$ cat src/rtl/hazard_ctrl.sv
// Pipeline hazard controller: operand forwarding, load-use / branch / fetch
// bubbles, data-memory wait with timeout, and a saturating stall counter.
//
//   state | meaning
//   ------+----------------------------------------------------------
//   RUN   | pipeline flowing; per-cycle hazards resolved by priority
//   DWAIT | data access outstanding; whole pipeline held, E masked
//   ERR   | data access timed out; pipeline frozen until reset
module hazard_ctrl (
  input  logic        clk,
  input  logic        rst,
  input  logic [4:0]  rs1D,
  input  logic [4:0]  rs2D,
  input  logic [4:0]  rs1E,
  input  logic [4:0]  rs2E,
  input  logic [4:0]  rdE,
  input  logic [4:0]  rdM,
  input  logic [4:0]  rdW,
  input  logic        we_regE,
  input  logic        we_regM,
  input  logic        we_regW,
  input  logic        ld_E,
  input  logic        brch_takenE,
  input  logic        imem_ack,
  input  logic        dmem_req_M,
  input  logic        dmem_ack,
  output logic [1:0]  fwd_aE,
  output logic [1:0]  fwd_bE,
  output logic        enbF,
  output logic        enbD,
  output logic        enbE,
  output logic        enbM,
  output logic        flashD,
  output logic        flashE,
  output logic        flashM,
  output logic        nop_gen,
  output logic        err,
  output logic [15:0] stall_cnt
);

  typedef enum logic [1:0] {
    RUN   = 2'b00,
    DWAIT = 2'b01,
    ERR   = 2'b10
  } state_t;

  state_t     state, state_nxt;
  logic [7:0] wcnt, wcnt_nxt;
  logic       load_use;
  logic       any_enb;

  // Operand source for one execute-stage register: M result wins over W.
  function automatic logic [1:0] fwd_sel(
    input logic [4:0] rs,
    input logic       we_m,
    input logic [4:0] rd_m,
    input logic       we_w,
    input logic [4:0] rd_w
  );
    if (we_m && (rd_m != 5'd0) && (rd_m == rs))
      return 2'b10;
    else if (we_w && (rd_w != 5'd0) && (rd_w == rs))
      return 2'b01;
    else
      return 2'b00;
  endfunction

  // Forwarding muxes; forced to register-file source while in reset.
  always_comb begin
    fwd_aE = 2'b00;
    fwd_bE = 2'b00;
    if (!rst) begin
      fwd_aE = fwd_sel(rs1E, we_regM, rdM, we_regW, rdW);
      fwd_bE = fwd_sel(rs2E, we_regM, rdM, we_regW, rdW);
    end
  end

  assign load_use = ld_E && we_regE && (rdE != 5'd0) &&
                    ((rdE == rs1D) || (rdE == rs2D));

  // Reserved clear for the M register.
  assign flashM = 1'b0;

  // State register and data-wait timer.
  always_ff @(posedge clk or posedge rst) begin
    if (rst) begin
      state <= RUN;
      wcnt  <= 8'd0;
    end else begin
      state <= state_nxt;
      wcnt  <= wcnt_nxt;
    end
  end

  // Next-state and hold/clear decode; all outputs idle while in reset.
  always_comb begin
    state_nxt = state;
    wcnt_nxt  = wcnt;
    enbF      = 1'b0;
    enbD      = 1'b0;
    enbE      = 1'b0;
    enbM      = 1'b0;
    flashD    = 1'b0;
    flashE    = 1'b0;
    nop_gen   = 1'b0;
    err       = 1'b0;
    if (!rst) begin
      unique case (state)
        RUN: begin
          if (dmem_req_M && !dmem_ack) begin
            state_nxt = DWAIT;
            wcnt_nxt  = 8'd0;
            enbF      = 1'b1;
            enbD      = 1'b1;
            enbE      = 1'b1;
            enbM      = 1'b1;
            nop_gen   = 1'b1;
          end else if (brch_takenE) begin
            flashD = 1'b1;
            flashE = 1'b1;
          end else if (load_use) begin
            // Fetch wait is subsumed: F/D already hold, so no D bubble.
            enbF   = 1'b1;
            enbD   = 1'b1;
            flashE = 1'b1;
          end else if (!imem_ack) begin
            enbF   = 1'b1;
            flashD = 1'b1;
          end
        end
        DWAIT: begin
          if (dmem_ack) begin
            // Holds drop in the ack cycle so the pipeline advances now.
            state_nxt = RUN;
          end else begin
            enbF    = 1'b1;
            enbD    = 1'b1;
            enbE    = 1'b1;
            enbM    = 1'b1;
            nop_gen = 1'b1;
            if (wcnt == 8'hFF)
              state_nxt = ERR;
            else
              wcnt_nxt = wcnt + 8'd1;
          end
        end
        ERR: begin
          enbF    = 1'b1;
          enbD    = 1'b1;
          enbE    = 1'b1;
          enbM    = 1'b1;
          nop_gen = 1'b1;
          err     = 1'b1;
        end
        default: state_nxt = RUN;
      endcase
    end
  end

  assign any_enb = enbF || enbD || enbE || enbM;

  // Saturating count of cycles in which any pipeline register holds.
  always_ff @(posedge clk or posedge rst) begin
    if (rst)
      stall_cnt <= 16'd0;
    else if (any_enb && (stall_cnt != 16'hFFFF))
      stall_cnt <= stall_cnt + 16'd1;
  end

endmodule
$ cat config.mk
export PLATFORM = sky130hd
export DESIGN_NAME = hazard_ctrl
export DESIGN_NICKNAME = d
export VERILOG_FILES = /design/src/rtl/hazard_ctrl.sv
export SDC_FILE = /design/constraint.sdc
export NUM_CORES = 1
export LEC_CHECK = 0
export ABC_AREA = 1
export BUFFER_PORTS_ARGS = -buffer_cell sky130_fd_sc_hd__clkbuf_2
export CORE_ASPECT_RATIO = 0.9
export CORE_UTILIZATION = 51
export CTS_CLUSTER_SIZE = 25
export DETAILED_ROUTE_END_ITERATION = 10
export GPL_ROUTABILITY_DRIVEN = 0
export PLACE_DENSITY = 0.81
export SLEW_MARGIN = 20
export SYNTH_ARGS = -nofsm -noshare
export SYNTH_HDL_FRONTEND = slang
export SYNTH_SLANG_ARGS = --single-unit
$ cat constraint.sdc
create_clock -name clk -period 2.57 [get_ports clk]
set_input_delay 0.514 -clock clk [delete_from_list [all_inputs] [get_ports clk]]
set_output_delay 0.514 -clock clk [all_outputs]
set_load 0.005 [all_outputs]
==> results.json <==
{
  "outcome": "finished, violations left",
  "violations": "DRC",
  "async_reset_ff_frac": 1.00,
  "synth_top_family_by_area": "simple AND/OR/NAND/NOR gates",
  "path_clk_slew_ns": 0.09,
  "max-clock-path-buffers": 2,
  "maxCapViolations": 0,
  "start_kind": "flop",
  "gr-usage-met3": 0.0473,
  "fin_area_mm2": 0.00262,
  "leakage_nw": 1.47,
  "place_hpwl_um": 3850,
  "htree_levels": 1,
  "cts_made_buffers": 3,
  "syn_inst": 324,
  "viasPerCell": 5.07,
  "initial_utilization": 0.534,
  "gr-max-usage-layer": "met2",
  "critPathMaxFanout": 21,
  "pwr-share-comb": 0.380,
  "yosys.area_share.adder": 0.0114,
  "die_x_um": 71.1,
  "critPathArrivalTime_ns": 1.75,
  "fin_crit_ns": 2.27,
  "hold_buffers": 0,
  "synth_nets": 371,
  "endpoint_kind": "output pin",
  "synth-xor-area-share": 0.124,
  "power.share.sequential": 0.390,
  "grt_max_degree": 22,
  "use_met1": 0.280,
  "r2r-start": "stall_cnt[0]",
  "p_sw_uw": 587,
  "drc_errors": 2,
  "clock-root-buffer": "clkbuf_8",
  "antenna_found_initial": 0,
  "rows": 22,
  "p_total_mw": 1.50,
  "vias": 2231,
  "setup_viol": 0,
  "r2r-end": "stall_cnt[11]",
  "drtIter0Drc": 122,
  "fmax_mhz": 441,
  "dr.pass1.iters": 7,
  "yosys-top-cells-area": "dfrtp_1, nand2_1, nand3_1",
  "num_io_pins": 74,
  "finalHoldViolations": 0,
  "synth-edff-count": 0,
  "swShare": 0.392,
  "final-max-slew-violation-count": 0,
  "synth-seq-area-share": 0.297,
  "rsz0062_at_grt": "no",
  "min_path_type": "in -> async",
  "cts_setup_buffers": 0,
  "syn_area_mm2": 0.00219,
  "wl_um": 4800,
  "final_util": 0.638,
  "rr_worst_depth": 7,
  "cts_sinks": 26,
  "mostFrequentLayoutCells": "nand2_1, clkbuf_2, nand3_1",
  "drive_gt1_frac": 0.235,
  "internal-power_uw": 910,
  "yosysUniqueCellTypes": 34,
  "cts_tree": "done",
  "n_antenna_cell": 0,
  "port_buffers": 72,
  "ys_seq_elements": 26,
  "yosysTopAreaCell": "dfrtp_1",
  "yosysWarnings": 0,
  "vdd_drop_max_mv": 0.388,
  "use_met2": 0.412,
  "core_area_mm2": 0.00410,
  "layout.nets": 440,
  "area_growth_pct": 19.4,
  "grt_use_total": 0.229,
  "synth_flop_cell": "dfrtp_1",
  "layout_commonest_cell": "nand2_1",
  "synth_area_per_cell_um2": 6.76,
  "reg2reg_slack_ns": 0.56,
  "postCtsResizedCells": 0,
  "synth_top_area_share": 0.297,
  "p_clk_frac": 0.230,
  "wire_per_inst_um": 10.9,
  "synth_mux_area_frac": 0,
  "critical_path_class": "reg -> out",
  "powerDensity_mw_per_mm2": 572,
  "setup_tns_ns": 0,
  "grt_pass1_vias": 2053,
  "ant_nets": 0,
  "placed_area_mm2": 0.00254,
  "overflow": 0,
  "dieArea_mm2": 0.00456,
  "clock_latency_ns": 0.28,
  "die_y_um": 64.2,
  "required_ns": 2.06,
  "grt_pass1_wl_um": 8450,
  "clock_skew_ns": 0.0111,
  "synthSimpleGateAreaFrac": 0.425,
  "finalCritPeriodShare": 0.882,
  "synth_compound_area_frac": 0.0451
}
## how the worst max path moves through the flow
stage,start,to,slack (ns)
final,state[1],enbF,0.30
after global routing,state[1],enbF,0.16
after CTS,state[1],enbF,0.31
after detailed placement,rdE[1],enbF,0.45
after global placement,rst,enbF,0.47
after floorplan,rst,fwd_bE[0],0.24
## worst max-delay path, stage by stage, from the launching register on
cell      delay, ns
dfrtp_1        0.44
nor2_2         0.20
inv_2          0.09
nor2_2         0.14
or2_1          0.13
nand2_2        0.08
nand3_4        0.24
clkbuf_2       0.17
## routing by layer
layer	vias up	share of wire
met3	5	0.053
met1	998	0.46
li1	1171	-
met5	-	0
met2	57	0.48
met4	0	0.0071
## Yosys cell counts (all sizes together) (4+ instances only)
cell type	n
o21ai	8
buf	9
a21oi	7
inv	36
dfrtp	26
nand2	97
xnor2	11
nor4	7
nor2	34
xor2	20
nor3	9
nand3	44
nand4	4
## kinds of logic after synthesis
logic type | Yosys count
xor+xnor | 31
flops | 26
simple gates | 201
buf+inv | 45
compound gates | 18
other cells | 1
fa+ha+maj | 2
## flip-flops by register name, summed over array words and instances, names as in the netlist
register	cells
wcnt	8
state	2
stall_cnt	16
## metrics by stage
| stage | std cells | hold WS [ns] | setup WS [ns] |
|---|---|---|---|
| 2_1_floorplan | 324 | 0.503 | 0.241 |
| 3_3_place_gp | 436 | 0.502 | 0.475 |
| 3_5_place_dp | 436 | 0.513 | 0.448 |
| 4_1_cts | 440 | 0.269 | 0.305 |
| 5_1_grt | 440 | 0.302 | 0.160 |
| 6_report | 440 | 0.275 | 0.303 |
## area by class of cell
type	count	area (um2)
Fill cell	382	1490
Clock inverter	1	30.0
Clock buffer	3	41.3
Tap cell	48	60.1
Sequential cell	26	651
Timing Repair Buffer	73	368
Inverter	36	135
Multi-Input combinational cell	253	1330
## power by group through the flow
stage	clock network [mW]	registers, mW	logic, mW
after floorplan	0	0.574	0.433
after global placement	0	0.590	0.551
after detailed placement	0	0.592	0.568
after CTS	0.353	0.584	0.569
after global routing	0.364	0.601	0.646
final	0.344	0.584	0.568
Power figures use the tool's default switching activity.
